$ cat src/rtl/maze_port_arbiter.sv
// Round-robin arbiter sharing the single maze memory port between the solver
// (requester 0) and the host/display scan engine (requester 1).
module maze_port_arbiter #(
    parameter int maze_width = 6,
    parameter int BURST_LEN  = 4
) (
    input  logic                  clk,
    input  logic                  rst_n,

    input  logic                  req0_valid,
    output logic                  req0_ready,
    input  logic [maze_width-1:0] req0_row,
    input  logic [maze_width-1:0] req0_col,
    input  logic                  req0_oe,
    input  logic                  req0_we,

    input  logic                  req1_valid,
    output logic                  req1_ready,
    input  logic [maze_width-1:0] req1_row,
    input  logic [maze_width-1:0] req1_col,
    input  logic                  req1_oe,
    input  logic                  req1_we,

    output logic                  rsp0_valid,
    output logic                  rsp1_valid,
    output logic                  rsp_data,

    output logic [maze_width-1:0] row,
    output logic [maze_width-1:0] col,
    output logic                  maze_oe,
    output logic                  maze_we,
    input  logic                  maze_in,

    output logic                  err_both
);

    localparam logic [3:0] BURST_MAX = 4'(BURST_LEN);

    logic                  last_grant;
    logic [3:0]            burst_cnt;
    logic [3:0]            burst_cnt_nxt;

    logic                  grant_any;
    logic                  grant_id;
    logic [maze_width-1:0] sel_row;
    logic [maze_width-1:0] sel_col;
    logic                  sel_oe;
    logic                  sel_we;

    // In-flight read tracking: stage 1 lines up with the issued strobes,
    // stage 2 with maze_in.
    logic                  s1_read;
    logic                  s1_id;
    logic                  s2_read;
    logic                  s2_id;

    // A zero burst count means the previous cycle had no grant, so the burst
    // hold only applies while a run is actually in progress.
    always_comb begin
        grant_any = req0_valid | req1_valid;
        grant_id  = 1'b0;
        if (req0_valid && req1_valid) begin
            if ((burst_cnt != '0) && (burst_cnt < BURST_MAX))
                grant_id = last_grant;
            else
                grant_id = ~last_grant;
        end else begin
            grant_id = req1_valid;
        end
    end

    assign req0_ready = req0_valid & ~grant_id;
    assign req1_ready = req1_valid &  grant_id;

    always_comb begin
        sel_row = req0_row;
        sel_col = req0_col;
        sel_oe  = req0_oe;
        sel_we  = req0_we;
        if (grant_id) begin
            sel_row = req1_row;
            sel_col = req1_col;
            sel_oe  = req1_oe;
            sel_we  = req1_we;
        end
    end

    always_comb begin
        burst_cnt_nxt = '0;
        if (grant_any) begin
            if (grant_id == last_grant)
                burst_cnt_nxt = (burst_cnt < BURST_MAX) ? burst_cnt + 4'd1 : burst_cnt;
            else
                burst_cnt_nxt = 4'd1;
        end
    end

    always_ff @(posedge clk or negedge rst_n) begin
        if (!rst_n) begin
            last_grant <= 1'b1;
            burst_cnt  <= '0;
        end else begin
            burst_cnt <= burst_cnt_nxt;
            if (grant_any)
                last_grant <= grant_id;
        end
    end

    // Write wins over read when both strobes are set; no read is tracked then.
    always_ff @(posedge clk or negedge rst_n) begin
        if (!rst_n) begin
            row      <= '0;
            col      <= '0;
            maze_oe  <= 1'b0;
            maze_we  <= 1'b0;
            err_both <= 1'b0;
        end else begin
            maze_oe <= grant_any & sel_oe & ~sel_we;
            maze_we <= grant_any & sel_we;
            if (grant_any) begin
                row <= sel_row;
                col <= sel_col;
            end
            if (grant_any && sel_oe && sel_we)
                err_both <= 1'b1;
        end
    end

    always_ff @(posedge clk or negedge rst_n) begin
        if (!rst_n) begin
            s1_read <= 1'b0;
            s1_id   <= 1'b0;
            s2_read <= 1'b0;
            s2_id   <= 1'b0;
        end else begin
            s1_read <= grant_any & sel_oe & ~sel_we;
            s1_id   <= grant_id;
            s2_read <= s1_read;
            s2_id   <= s1_id;
        end
    end

    assign rsp0_valid = s2_read & ~s2_id;
    assign rsp1_valid = s2_read &  s2_id;
    assign rsp_data   = maze_in;

endmodule

$ cat config.mk
export PLATFORM = sky130hd
export DESIGN_NAME = maze_port_arbiter
export DESIGN_NICKNAME = d
export VERILOG_FILES = /design/src/rtl/maze_port_arbiter.sv
export SDC_FILE = /design/constraint.sdc
export NUM_CORES = 1
export LEC_CHECK = 0
export ABC_AREA = 1
export BUFFER_PORTS_ARGS = -buffer_cell sky130_fd_sc_hd__buf_4
export CORE_MARGIN = 3
export CORE_UTILIZATION = 45
export DETAILED_ROUTE_END_ITERATION = 7
export PLACE_DENSITY = 0.82
export SKIP_LAST_GASP = 1
export SYNTH_ARGS = -nofsm -noshare
export SYNTH_HDL_FRONTEND = slang
export SYNTH_SLANG_ARGS = --single-unit
$ cat constraint.sdc
create_clock -name clk -period 1.7 [get_ports clk]
set_input_delay 0.17 -clock clk [delete_from_list [all_inputs] [get_ports clk]]
set_output_delay 0.17 -clock clk [all_outputs]
set_load 0.01 [all_outputs]
# ---- After elaboration in Yosys (flattened, before gate mapping)
# Index checks and enable logic that the tools add are counted.
dict set report totals {
  elab_cells 40
  register_bits 23
}
dict set report op_classes {
  n_reduce_logical 5
  n_addsub 1
  muxes 9
  order_cmp 1
  bitwise_logic 12
  n_eq_ne 2
}
# op n
set ops {}
lappend ops {{4-bit 2-to-1 mux} 3}
lappend ops {{6-bit 2-to-1 mux} 2}
lappend ops {{1-bit bitwise AND} 7}
lappend ops {{4-bit by 1-bit adder with 4-bit output (second input constant)} 1}
lappend ops {{1-bit logical AND} 4}
lappend ops {{4-bit by 3-bit < comparator with 1-bit output (second input constant)} 1}
lappend ops {{1-bit 2-to-1 mux} 4}
lappend ops {{1-bit inverter} 4}
lappend ops {{4-bit nonzero test} 1}
lappend ops {{3-bit by 2-bit != test with 1-bit output (second input constant)} 1}
lappend ops {{1-bit equality test} 1}
lappend ops {{1-bit OR} 1}

# ---- Depth between registers and ports, before layout
dict set report logic_depth {
  word_depth 7
  depth_mapped 12
}

# ---- Worst setup path after synthesis
# Ideal clock, no wire load.
dict set report synth_path {
  kind {flip-flop to flip-flop}
  startpoint {register burst_cnt[0]}
  endpoint {register col[0]}
  path_buffers 0
  required_ns 1.635
  setup_ns 0.065
  arrival_time_ns 1.266
  path_stages_with_launch 12
  setup_slack_ns 0.369
  path_cell_list {dfrtp_1 -> inv_1 -> ha_1 -> inv_1 -> nand2_1 -> nand2_1 -> nand3_2 -> nand2_4 -> inv_4 -> nor2_8 -> nand2_1 -> nand2_1}
}
dict set report synth_between {
  elab_chain_cells 5
  word_cells_on_any_way 6
  cone_classes {order compare (1); mux (3); reduce/logical (2)}
}
# element line
set synth_rtl {}
lappend synth_rtl {{start: declaration} 40} ;# logic [3:0] burst_cnt;
lappend synth_rtl {{start signal: assignment} 103} ;# burst_cnt <= burst_cnt_nxt;
lappend synth_rtl {{4-bit by 3-bit < comparator with 1-bit output / 4-bit nonzero test (equally long branches)} 63} ;# if ((burst_cnt != '0) && (burst_cnt < BURST_MAX))
lappend synth_rtl {{1-bit logical AND (*)} 63}
lappend synth_rtl {{1-bit 2-to-1 mux (*)} 63}
lappend synth_rtl {{1-bit 2-to-1 mux (*)} 62} ;# if (req0_valid && req1_valid) begin
lappend synth_rtl {{named net grant_id} 44} ;# logic grant_id;
lappend synth_rtl {{6-bit 2-to-1 mux (*)} 80} ;# if (grant_id) begin
lappend synth_rtl {{end signal: assignment} 122} ;# col <= sel_col;
lappend synth_rtl {{end: declaration} 29} ;# output logic [maze_width-1:0] col,
# The timed path passes the listed nets; every way through them passes the cells marked *.
# A chain may end at the register's enable or synchronous reset.

# ---- Worst setup path in the final report
dict set report layout_path {
  startpoint {register burst_cnt[1]}
  endpoint {output port req1_ready}
}
dict set report layout_between {
  elab_chain_cells 5
  word_cells_on_any_way 6
  cone_classes {order compare (1); mux (2); bitwise (1); reduce/logical (2)}
}
# element line
set layout_rtl {}
lappend layout_rtl {{4-bit by 3-bit < comparator with 1-bit output / 4-bit nonzero test (equally long branches)} 63}
lappend layout_rtl {{1-bit logical AND (*)} 63}
lappend layout_rtl {{1-bit 2-to-1 mux (*)} 63}
lappend layout_rtl {{1-bit 2-to-1 mux (*)} 62}
lappend layout_rtl {{1-bit bitwise AND (*)} 73} ;# assign req1_ready = req1_valid & grant_id;
lappend layout_rtl {{end: declaration} 18} ;# output logic req1_ready,
# Every way passes the cells marked *; elsewhere a longest branch is shown, timed or not.

==> metrics.cfg <==
[cells_and_area]
fin_nets=240
stdcell_count=232
area_growth_pct=47.0
drive_above_1_share_pct=37.7
diodes=0
n_fill_cell=175
final_util_pct=72.5

[die]
rows=17
core-area_um2=2300
boundaryPins=53
fp.dieArea_um2=3160
initial_core_util_pct=49.3
die_h_um=56.2
die_w_um=56.2

[power]
max-vdd-ir-drop_uv=597
p_leak_nw=0.954
power_density_nw_per_um2=1100

[timing]
relSlewSlack_pct=75.4
timing.final.crit_share_pct=99.2
hold_viol_final=0
rsz0062_at_grt=yes
final-setup-viol-count=0
min_period_ns=1.69
finalSetupTns_ns=0
drv_slew=0
fmax_ghz=0.593
tightest_slew_ns=0.368
finClkSkew_ns=0.00521

[logic_synthesis]
yosys_warnings=0
synth_most_common_cell=nand2_1
synthCells=141
synth_edf_count=0
synth_top_area_share_pct=48.6
ys.flop_type=dfrtp_1
yosysSeqAreaShare_pct=50.9
syn_area_um2=1130
synth-seq-cells=23
yosysUniqueCellTypes=19
synthTopCellsByArea=dfrtp_1, nand2_1, inv_1
synthArstFlopShare_pct=100
yosys-top-cells-count=nand2_1, inv_1, dfrtp_1
synth_top_area_cell=dfrtp_1
avgSynthCellArea_um2=8.04
syn-num-nets=176

[routing]
routed_wl_um=2770
drt_iter0_markers=17
drc_errors=0
wl_per_cell_um=11.9
ant_nets=0
vias_per_cell=4.67
vias=1083
firstDrtPassIters=4

[worst_setup_path]
arrival_ns=1.52
cp-start-kind=flip-flop
critPathRequiredTime_ns=1.53
worstPathMaxFanout=3
critPathKind=reg -> out
crit_path_end_kind=output port

[clocking]
htreeDepth=1
cts.path.max_buffers=2
clk_pin_slew_ns=0.14
cts_made_buffers=3
cts_root_buf=clkbuf_4
cts_tree=yes
clkLatencyLatePin_ns=0.31
cts.sink_count=23

[global_routing]
grt.total_usage_pct=18.0
antenna_found_initial=0
grt_pass1_wl_um=4500
grt_pass1_vias=1078
overflow=0
grt_max_degree=24

[placed_design]
portBuffers=50
gp_congestion=0.798
hpwl_um=2040
dp.cells=218

[run]
maxCapViolCount=0

[run_status]
outcome=completed

[worst_hold_path]
hold_path_class=in -> reg

==> sequential cells by signal, summed over array words and instances, names as in the netlist <==
register / flops
last_grant: 1
s1_id: 1
s2_read: 1
s1_read: 1
burst_cnt: 4
maze_we: 1
row: 6
s2_id: 1
col: 6
err_both: 1
==> through the flow <==
step / total power, mW / hold slack [ns] / instance area (µm²) / setup slack, ns
3_5_place_dp: 1.42 / 0.0768 / 1540 / 0.111
3_3_place_gp: 1.40 / 0.0726 / 1540 / 0.166
6_report: 1.83 / 0.0478 / 1670 / 0.0136
4_1_cts: 1.82 / 0.0536 / 1660 / -0.0318
2_1_floorplan: 1.13 / -0.126 / 1130 / 0.369
5_1_grt: 1.96 / 0.0452 / 1670 / -0.0621
==> layer usage <==
layer | track usage (%) | vias up | part of all wire (%)
li1 | - | 546 | -
met1 | 19.3 | 489 | 39
met2 | 33.7 | 40 | 53
met3 | 4.18 | 8 | 5.6
met4 | 6.78 | 0 | 2.3
met5 | 0 | - | 0
==> power by group <==
group          leakage (nW)  total [mW]  switching [mW]  internal, mW
Sequential            0.278       0.748          0.0738         0.674
Clock                0.0177       0.261           0.173        0.0878
Combinational         0.658       0.820           0.402         0.418
Total                 0.954        1.83           0.649          1.18
==> area by class of cell <==
| cell class | instances | area [µm²] | share of cell area (%) |
|---|---|---|---|
| multi-input combinational | 84 | 427 | 25.6 |
| clock inverter | 1 | 5.00 | 0.300 |
| tap | 28 | 35.0 | 2.10 |
| inverter | 31 | 121 | 7.28 |
| clock buffer | 3 | 22.5 | 1.35 |
| timing repair buffer | 62 | 479 | 28.8 |
| sequential | 23 | 577 | 34.6 |
==> what timing repair did <==
| action | in CTS | in global routing |
|---|---|---|
| endpoints found under the hold margin | 23 | 0 |
| resized for setup | 10 | 0 |
| setup buffers | 8 | 1 |
| endpoints found under the setup margin | 2 | 2 |
| pin swaps | 4 | 5 |
| hold buffers | 1 | 0 |
==> cell usage in the layout, fill, tap and decap left out <==
master         synthesis  routed
nor2_1                 7       7
xor2_1                 1       1
a21oi_1                2       2
nor2_8                 1       1
nand3_2                1       1
dfrtp_1               22      22
o21ai_1                4       4
buf_6                  1       3
dfstp_2                1       1
ha_4                   0       1
dlygate4sd3_1          0       1
nand3_1               14      14
clkinv_2               0       1
nand2_4                1       1
inv_6                  0       1
o21ai_0                5       5
buf_4                  1      58
nor2_4                 2       2
inv_1                 30      26
inv_2                  0       4
nand2_1               44      44
ha_1                   2       1
clkbuf_4               0       3
==> path summary, 6_finish.rpt <==
path	from	end	slack, ns	cells past startpoint
setup / recovery	burst_cnt[1]	req1_ready	0.01	9
hold / removal	req0_valid	last_grant	0.05	2
setup reg to reg	burst_cnt[1]	col[4]	0.17	12
hold reg to reg	s1_id	s2_id	0.36	0
max in group asynchronous	rst_n	last_grant	1.15	2
min in group asynchronous	rst_n	burst_cnt[3]	0.27	2
==> cell families after synthesis <==
family	synth area share, %
flip-flops	50.9
XOR/XNOR	0.773
AND/OR/NAND/NOR	28.7
AO/OA/AOI/OAI	4.86
buffers and inverters	12.6
adder cells (fa/ha/maj)	2.21
==> worst max-delay path, cell delays in order (launching register included) <==
cell     delay [ns]
dfrtp_1        0.41
inv_2          0.09
ha_4           0.13
inv_2          0.03
nand3_1        0.08
nand3_2        0.11
nand2_4        0.11
buf_6          0.10
inv_2          0.03
buf_6          0.11
(Power assumes the default switching activity.)
